--- src/rtl/uart_cfg_pkg.sv ---
// Shared definitions for the configurable UART: parity modes, FSM encodings,
// oversample ratio and the parity function used by both TX and RX.
package uart_cfg_pkg;

    localparam int OVERSAMPLE  = 16;

    localparam int PARITY_NONE = 0;
    localparam int PARITY_EVEN = 1;
    localparam int PARITY_ODD  = 2;

    localparam logic [2:0] TX_IDLE   = 3'd0;
    localparam logic [2:0] TX_START  = 3'd1;
    localparam logic [2:0] TX_DATA   = 3'd2;
    localparam logic [2:0] TX_PARITY = 3'd3;
    localparam logic [2:0] TX_STOP   = 3'd4;

    localparam logic [2:0] RX_IDLE      = 3'd0;
    localparam logic [2:0] RX_START     = 3'd1;
    localparam logic [2:0] RX_DATA      = 3'd2;
    localparam logic [2:0] RX_PARITY    = 3'd3;
    localparam logic [2:0] RX_STOP      = 3'd4;
    localparam logic [2:0] RX_WAIT_IDLE = 3'd5;

    // Payload is zero-extended to 9 bits, which leaves the XOR unchanged.
    function automatic logic parity_bit(input logic [8:0] data, input int mode);
        return (^data) ^ (mode == PARITY_ODD);
    endfunction

endpackage

--- src/rtl/uart_tick_gen.sv ---
// Oversample tick generator: one-cycle tick every CLOCK_DIVIDE clocks,
// realigned by restart so the first tick lands CLOCK_DIVIDE cycles later.
module uart_tick_gen #(
    parameter int CLOCK_DIVIDE = 325
) (
    input  logic clk,
    input  logic rst,
    input  logic restart,
    output logic tick
);

    localparam int W = $clog2(CLOCK_DIVIDE);
    localparam logic [W-1:0] RELOAD = W'(CLOCK_DIVIDE - 1);

    logic [W-1:0] cnt_q;

    always_ff @(posedge clk) begin
        if (rst || restart || (cnt_q == '0)) begin
            cnt_q <= RELOAD;
        end else begin
            cnt_q <= cnt_q - 1'b1;
        end
    end

    assign tick = (cnt_q == '0) && !restart;

endmodule

--- src/rtl/uart_cfg.sv ---
// Full-duplex UART, 16x oversampling, elaboration-time frame format.
// TX and RX are independent; each owns its own tick generator.
module uart_cfg
    import uart_cfg_pkg::*;
#(
    parameter int CLOCK_DIVIDE = 325,
    parameter int DATA_BITS    = 8,
    parameter int PARITY       = 0,
    parameter int STOP_BITS    = 1
) (
    input  logic                 clk,
    input  logic                 rst,
    input  logic                 rx,
    output logic                 tx,
    input  logic                 tx_valid,
    output logic                 tx_ready,
    input  logic [DATA_BITS-1:0] tx_data,
    output logic                 rx_valid,
    output logic [DATA_BITS-1:0] rx_data,
    output logic                 parity_error,
    output logic                 framing_error,
    output logic                 rx_busy,
    output logic                 tx_busy
);

    localparam int BW = $clog2(DATA_BITS);
    localparam logic [BW-1:0] LAST_BIT = BW'(DATA_BITS - 1);
    localparam logic [3:0] OS_LAST = 4'(OVERSAMPLE - 1);
    localparam logic [3:0] SMP_A   = 4'd7;
    localparam logic [3:0] SMP_B   = 4'd8;
    localparam logic [3:0] SMP_C   = 4'd9;

    // ---------------- transmitter ----------------
    logic [2:0]           tx_state_q, tx_state_d;
    logic [3:0]           tx_os_q, tx_os_d;
    logic [BW-1:0]        tx_bit_q, tx_bit_d;
    logic [DATA_BITS-1:0] tx_shift_q, tx_shift_d;
    logic                 tx_par_q, tx_par_d;
    logic                 tx_stop_q, tx_stop_d;
    logic                 tx_q, tx_d;
    logic                 tx_tick, tx_accept, tx_bit_end;

    assign tx_accept  = tx_valid && (tx_state_q == TX_IDLE);
    assign tx_bit_end = tx_tick && (tx_os_q == OS_LAST);

    uart_tick_gen #(.CLOCK_DIVIDE(CLOCK_DIVIDE)) u_tx_tick (
        .clk    (clk),
        .rst    (rst),
        .restart(tx_accept),
        .tick   (tx_tick)
    );

    always_comb begin
        tx_state_d = tx_state_q;
        tx_os_d    = tx_tick ? tx_os_q + 4'd1 : tx_os_q;
        tx_bit_d   = tx_bit_q;
        tx_shift_d = tx_shift_q;
        tx_par_d   = tx_par_q;
        tx_stop_d  = tx_stop_q;
        tx_d       = tx_q;
        case (tx_state_q)
            TX_IDLE: begin
                if (tx_accept) begin
                    tx_state_d = TX_START;
                    tx_os_d    = '0;
                    tx_shift_d = tx_data;
                    tx_par_d   = parity_bit(9'(tx_data), PARITY);
                    tx_d       = 1'b0;
                end
            end
            TX_START: begin
                if (tx_bit_end) begin
                    tx_state_d = TX_DATA;
                    tx_bit_d   = '0;
                    tx_d       = tx_shift_q[0];
                end
            end
            TX_DATA: begin
                if (tx_bit_end) begin
                    if (tx_bit_q == LAST_BIT) begin
                        tx_stop_d = 1'b0;
                        if (PARITY != PARITY_NONE) begin
                            tx_state_d = TX_PARITY;
                            tx_d       = tx_par_q;
                        end else begin
                            tx_state_d = TX_STOP;
                            tx_d       = 1'b1;
                        end
                    end else begin
                        tx_bit_d   = tx_bit_q + 1'b1;
                        tx_shift_d = tx_shift_q >> 1;
                        tx_d       = tx_shift_q[1];
                    end
                end
            end
            TX_PARITY: begin
                if (tx_bit_end) begin
                    tx_state_d = TX_STOP;
                    tx_d       = 1'b1;
                end
            end
            TX_STOP: begin
                if (tx_bit_end) begin
                    if (tx_stop_q == 1'(STOP_BITS - 1)) begin
                        tx_state_d = TX_IDLE;
                    end else begin
                        tx_stop_d = 1'b1;
                    end
                end
            end
            default: begin
                tx_state_d = TX_IDLE;
                tx_d       = 1'b1;
            end
        endcase
    end

    always_ff @(posedge clk) begin
        if (rst) begin
            tx_state_q <= TX_IDLE;
            tx_os_q    <= '0;
            tx_bit_q   <= '0;
            tx_shift_q <= '0;
            tx_par_q   <= 1'b0;
            tx_stop_q  <= 1'b0;
            tx_q       <= 1'b1;
        end else begin
            tx_state_q <= tx_state_d;
            tx_os_q    <= tx_os_d;
            tx_bit_q   <= tx_bit_d;
            tx_shift_q <= tx_shift_d;
            tx_par_q   <= tx_par_d;
            tx_stop_q  <= tx_stop_d;
            tx_q       <= tx_d;
        end
    end

    assign tx       = tx_q;
    assign tx_ready = (tx_state_q == TX_IDLE);
    assign tx_busy  = !tx_ready;

    // ---------------- receiver ----------------
    logic                 rx_s1_q, rx_s2_q;
    logic [2:0]           rx_state_q, rx_state_d;
    logic [3:0]           rx_os_q, rx_os_d;
    logic [3:0]           rx_ones_q, rx_ones_d;
    logic [BW-1:0]        rx_bit_q, rx_bit_d;
    logic [DATA_BITS-1:0] rx_shift_q, rx_shift_d;
    logic [DATA_BITS-1:0] rx_data_q, rx_data_d;
    logic                 smp_a_q, smp_a_d, smp_b_q, smp_b_d;
    logic                 pe_pend_q, pe_pend_d;
    logic                 rx_valid_q, rx_valid_d;
    logic                 perr_q, perr_d, ferr_q, ferr_d;
    logic                 rx_tick, rx_start, decide, maj;

    assign rx_start = (rx_state_q == RX_IDLE) && !rx_s2_q;
    assign decide   = rx_tick && (rx_os_q == SMP_C);
    assign maj      = (smp_a_q & smp_b_q) | (smp_a_q & rx_s2_q) | (smp_b_q & rx_s2_q);

    uart_tick_gen #(.CLOCK_DIVIDE(CLOCK_DIVIDE)) u_rx_tick (
        .clk    (clk),
        .rst    (rst),
        .restart(rx_start),
        .tick   (rx_tick)
    );

    always_comb begin
        rx_state_d = rx_state_q;
        rx_os_d    = rx_tick ? rx_os_q + 4'd1 : rx_os_q;
        rx_ones_d  = rx_ones_q;
        rx_bit_d   = rx_bit_q;
        rx_shift_d = rx_shift_q;
        rx_data_d  = rx_data_q;
        smp_a_d    = (rx_tick && rx_os_q == SMP_A) ? rx_s2_q : smp_a_q;
        smp_b_d    = (rx_tick && rx_os_q == SMP_B) ? rx_s2_q : smp_b_q;
        pe_pend_d  = pe_pend_q;
        rx_valid_d = 1'b0;
        perr_d     = 1'b0;
        ferr_d     = 1'b0;
        case (rx_state_q)
            RX_IDLE: begin
                if (rx_start) begin
                    rx_state_d = RX_START;
                    rx_os_d    = '0;
                end
            end
            RX_START: begin
                if (decide) begin
                    rx_state_d = maj ? RX_IDLE : RX_DATA;
                    rx_bit_d   = '0;
                    pe_pend_d  = 1'b0;
                end
            end
            RX_DATA: begin
                if (decide) begin
                    rx_shift_d = {maj, rx_shift_q[DATA_BITS-1:1]};
                    rx_bit_d   = rx_bit_q + 1'b1;
                    if (rx_bit_q == LAST_BIT) begin
                        rx_state_d = (PARITY != PARITY_NONE) ? RX_PARITY : RX_STOP;
                    end
                end
            end
            RX_PARITY: begin
                if (decide) begin
                    pe_pend_d  = maj != parity_bit(9'(rx_shift_q), PARITY);
                    rx_state_d = RX_STOP;
                end
            end
            RX_STOP: begin
                // Returning to idle mid-stop leaves room to catch the next start edge.
                if (decide) begin
                    if (maj) begin
                        rx_valid_d = 1'b1;
                        rx_data_d  = rx_shift_q;
                        perr_d     = pe_pend_q;
                        rx_state_d = RX_IDLE;
                    end else begin
                        ferr_d     = 1'b1;
                        rx_ones_d  = '0;
                        rx_state_d = RX_WAIT_IDLE;
                    end
                end
            end
            RX_WAIT_IDLE: begin
                if (rx_tick) begin
                    if (!rx_s2_q) begin
                        rx_ones_d = '0;
                    end else if (rx_ones_q == OS_LAST) begin
                        rx_state_d = RX_IDLE;
                    end else begin
                        rx_ones_d = rx_ones_q + 4'd1;
                    end
                end
            end
            default: rx_state_d = RX_IDLE;
        endcase
    end

    always_ff @(posedge clk) begin
        if (rst) begin
            rx_s1_q    <= 1'b1;
            rx_s2_q    <= 1'b1;
            rx_state_q <= RX_IDLE;
            rx_os_q    <= '0;
            rx_ones_q  <= '0;
            rx_bit_q   <= '0;
            rx_shift_q <= '0;
            rx_data_q  <= '0;
            smp_a_q    <= 1'b1;
            smp_b_q    <= 1'b1;
            pe_pend_q  <= 1'b0;
            rx_valid_q <= 1'b0;
            perr_q     <= 1'b0;
            ferr_q     <= 1'b0;
        end else begin
            rx_s1_q    <= rx;
            rx_s2_q    <= rx_s1_q;
            rx_state_q <= rx_state_d;
            rx_os_q    <= rx_os_d;
            rx_ones_q  <= rx_ones_d;
            rx_bit_q   <= rx_bit_d;
            rx_shift_q <= rx_shift_d;
            rx_data_q  <= rx_data_d;
            smp_a_q    <= smp_a_d;
            smp_b_q    <= smp_b_d;
            pe_pend_q  <= pe_pend_d;
            rx_valid_q <= rx_valid_d;
            perr_q     <= perr_d;
            ferr_q     <= ferr_d;
        end
    end

    assign rx_valid      = rx_valid_q;
    assign rx_data       = rx_data_q;
    assign parity_error  = perr_q;
    assign framing_error = ferr_q;
    assign rx_busy       = (rx_state_q != RX_IDLE);

endmodule

--- config.mk ---
export PLATFORM = sky130hd
export DESIGN_NAME = uart_cfg
export DESIGN_NICKNAME = d
export VERILOG_FILES = /design/src/rtl/uart_cfg_pkg.sv /design/src/rtl/uart_tick_gen.sv /design/src/rtl/uart_cfg.sv
export SDC_FILE = /design/constraint.sdc
export NUM_CORES = 1
export LEC_CHECK = 0
export BUFFER_PORTS_ARGS = -buffer_cell sky130_fd_sc_hd__buf_4
export CAP_MARGIN = 20
export CORE_UTILIZATION = 47
export DETAILED_ROUTE_END_ITERATION = 10
export PLACE_DENSITY = 0.66
export REMOVE_ABC_BUFFERS = 1
export SLEW_MARGIN = 40
export SYNTH_ARGS = -nofsm -noshare
export SYNTH_HDL_FRONTEND = slang
export SYNTH_SLANG_ARGS = --single-unit
--- constraint.sdc ---
create_clock -name clk -period 2.5 [get_ports clk]
set_input_delay 0.375 -clock clk [delete_from_list [all_inputs] [get_ports clk]]
set_output_delay 0.375 -clock clk [all_outputs]
set_load 0.05 [all_outputs]
==> impl_metrics.py <==
metrics = {
    "placement": {
        "dp.cells": 494,
        "place_congestion": 0.745,
        "pre_cts_ws_ns": 0.427,
        "io_buffers": 26,
        "hpwl_mm": 4.50,
    },
    "floorplan": {
        "ios": 27,
        "initial_core_util": 0.484,
        "dieHeight_um": 88.2,
        "num_rows": 31,
        "die-area_mm2": 0.00778,
        "fp.coreArea_mm2": 0.00721,
        "die_w_um": 88.2,
    },
    "routing": {
        "highest_layer": "met4",
        "postRouteWirelength_mm": 6.35,
        "wl_met3_um": 230,
        "wl_met1_mm": 3.11,
        "final_antenna_net_count": 0,
        "vias": 2734,
        "drc": 0,
        "firstDrtPassIters": 4,
        "drt-initial-drc-count": 64,
        "wl_met2_mm": 2.90,
        "wire_per_inst_um": 12.4,
        "via_per_inst": 5.36,
    },
    "grt": {
        "grt_first_pass_wirelength_mm": 10.8,
        "antenna_found_initial": 0,
        "overflow": 0,
        "grt_pass1_vias": 2410,
        "grt_max_degree": 32,
        "grt_util_all_layers": 0.177,
    },
    "layout": {
        "area_delta_synth_final_pct": 13.8,
        "insertedDiodeCount": 0,
        "drive_above_1_share": 0.151,
        "instances_no_fill": 510,
        "mostFrequentLayoutCells": "dfxtp_1, nor2_1, buf_4, nand2_1, mux2i_1",
        "fin_nets": 431,
        "layout_commonest_cell": "dfxtp_1",
    },
    "synth": {
        "yosysSeqAreaShare": 0.430,
        "ys_seq_elements": 75,
        "yosysWarnings": 0,
        "synth_ff_type": "dfxtp_1",
        "syn_inst": 377,
        "synth.distinct_cells": 54,
        "async_flop_share": 0,
        "synth_area_per_cell_um2": 9.26,
        "synth_area_mm2": 0.00349,
        "synth_edf_count": 0,
    },
    "pwr": {
        "vdd_drop_max_uv": 371,
        "p_leak_uw": 0.00152,
        "powerDensity_mw_per_mm2": 593,
    },
    "clock_network": {
        "cts_made_buffers": 9,
        "cts_max_path_buffers": 2,
        "clk_pin_slew_worst_paths_ns": 0.08,
        "ctsResizeCount": 0,
        "cts_root_buffer": "clkbuf_8",
        "cts_hold_buf": 0,
        "clkLatencyLatePin_ns": 0.35,
        "cts_setup_buffers": 0,
        "cts_max_level": 3,
        "cts_sinks": 75,
        "tritoncts": "built",
    },
    "worst_setup_path": {
        "critPathLaunchType": "flip-flop",
        "r2r_start": "u_tx_tick.cnt_q[4]$_SDFF_PP0_",
        "startpoint": "u_tx_tick.cnt_q[4]$_SDFF_PP0_",
        "cp_data_arrival_time_ns": 2.42,
        "worstPathRequired_ns": 2.80,
        "setup.worst_path.end_class": "flip-flop",
        "critPathKind": "flip-flop to flip-flop",
        "worstPathMaxFanout": 11,
    },
    "sta": {
        "finClkSkew_ns": 0.00918,
        "hold_violations": 0,
        "rsz0062_at_grt": "no",
        "timing.slew.headroom": 0.616,
        "setup_tns_ns": 0,
        "worst_pin_slew_ns": 0.572,
        "fin_crit_sh": 0.848,
        "fin_crit_ns": 2.12,
        "slew_viol_final": 0,
        "setup-violations-final": 0,
        "clock.fmax_mhz": 472,
        "fin_ws_ns": 0.381,
    },
    "job": {
        "maxCapViolations": 0,
    },
    "worst_hold_path": {
        "hp-start": "rx",
        "hold_class": "input pin to flip-flop",
    },
    "status": {
        "outcome": "completed",
    },
}
## through the flow
step | hold slack (ns) | power (uW) | utilization | instance area, um^2
floorplan | 0.389 | 1450 | - | 3430
global placement | 0.394 | 1520 | 0.525 | 3790
detailed placement | 0.395 | 1520 | 0.525 | 3790
CTS | 0.202 | 2390 | 0.551 | 3980
global route | 0.204 | 2470 | 0.551 | 3980
finish | 0.214 | 2360 | 0.551 | 3980
## critical path, cell delays in order, from the launching register on
cell	delay [ns]
dfxtp_1	0.38
nor4_4	0.34
nand4_1	0.42
or3_1	0.54
nor4b_1	0.25
a31o_2	0.14
## cells by family after synthesis
group / share of synthesized area
fa+ha+maj: 0.0494
simple gates: 0.249
mux: 0.0634
xor+xnor: 0.0641
flops: 0.430
buf+inv: 0.0326
compound gates: 0.111
## synthesized netlist by cell type (2+ instances only)
library cell,instances,area [um^2]
a22oi_1,9,67.6
nand4b_1,2,17.5
nor2_1,53,199
a31o_2,2,17.5
and3_2,2,15.0
buf_2,4,20.0
a211oi_1,3,22.5
a21o_1,2,15.0
nor4_1,6,37.5
clkbuf_1,9,33.8
a22o_1,2,17.5
or2_2,2,12.5
o21ai_0,7,35.0
o31ai_1,4,30.0
nor3b_1,3,22.5
nor4b_4,2,47.6
nand2_1,28,105
nor3_1,7,35.0
dfxtp_1,75,1500
nand4_1,5,31.3
nor2b_1,5,31.3
nor4b_1,5,43.8
nand2b_1,2,12.5
or3_1,7,43.8
o21a_1,2,15.0
xor2_1,8,70.1
a31oi_1,2,12.5
mux2i_1,21,210
xnor2_1,15,131
a21oi_1,19,95.1
nor4_4,2,42.5
and3_1,2,12.5
nand3_1,15,75.1
inv_1,13,48.8
ha_1,13,163
## report_power, final
| part | total, uW | internal [uW] | switching (uW) |
|---|---|---|---|
| sequential | 1280 | 1230 | 45.7 |
| clock | 862 | 374 | 488 |
| combinational | 214 | 89.7 | 124 |
## cell type report
type | count | area (um^2)
fillers | 698 | 3240
clock buffers | 9 | 124
flip-flops and latches | 75 | 1500
well taps | 99 | 124
clock inverters | 7 | 60.1
repair buffers | 32 | 240
inverters | 13 | 48.8
multi-input cells | 275 | 1880
## layer usage
layer,vias to the layer above,track usage
met3,10,0.0358
met1,1271,0.231
met4,0,0.0880
met2,64,0.277
li1,1389,-
met5,-,0
## flip-flops by register name, indices dropped and copies added (netlist names), 4 cells and up
register	cells
u_rx_tick.cnt_q	9
u_tx_tick.cnt_q	9
rx_data	8
rx_shift_q	8
tx_shift_q	8
rx_ones_q	4
rx_os_q	4
tx_os_q	4
## final timing paths
| check | to | slack [ns] | depth (start not counted) |
|---|---|---|---|
| min reg2reg | rx_s2_q$_SDFF_PP1_ | 0.41 | 1 |
| max reg2reg | tx_bit_q[1]$_SDFFE_PP0P_ | 0.38 | 5 |
| max | tx_bit_q[1]$_SDFFE_PP0P_ | 0.38 | 5 |
| min | rx_s1_q$_SDFF_PP1_ | 0.21 | 2 |
Power figures use the tool's default switching activity.
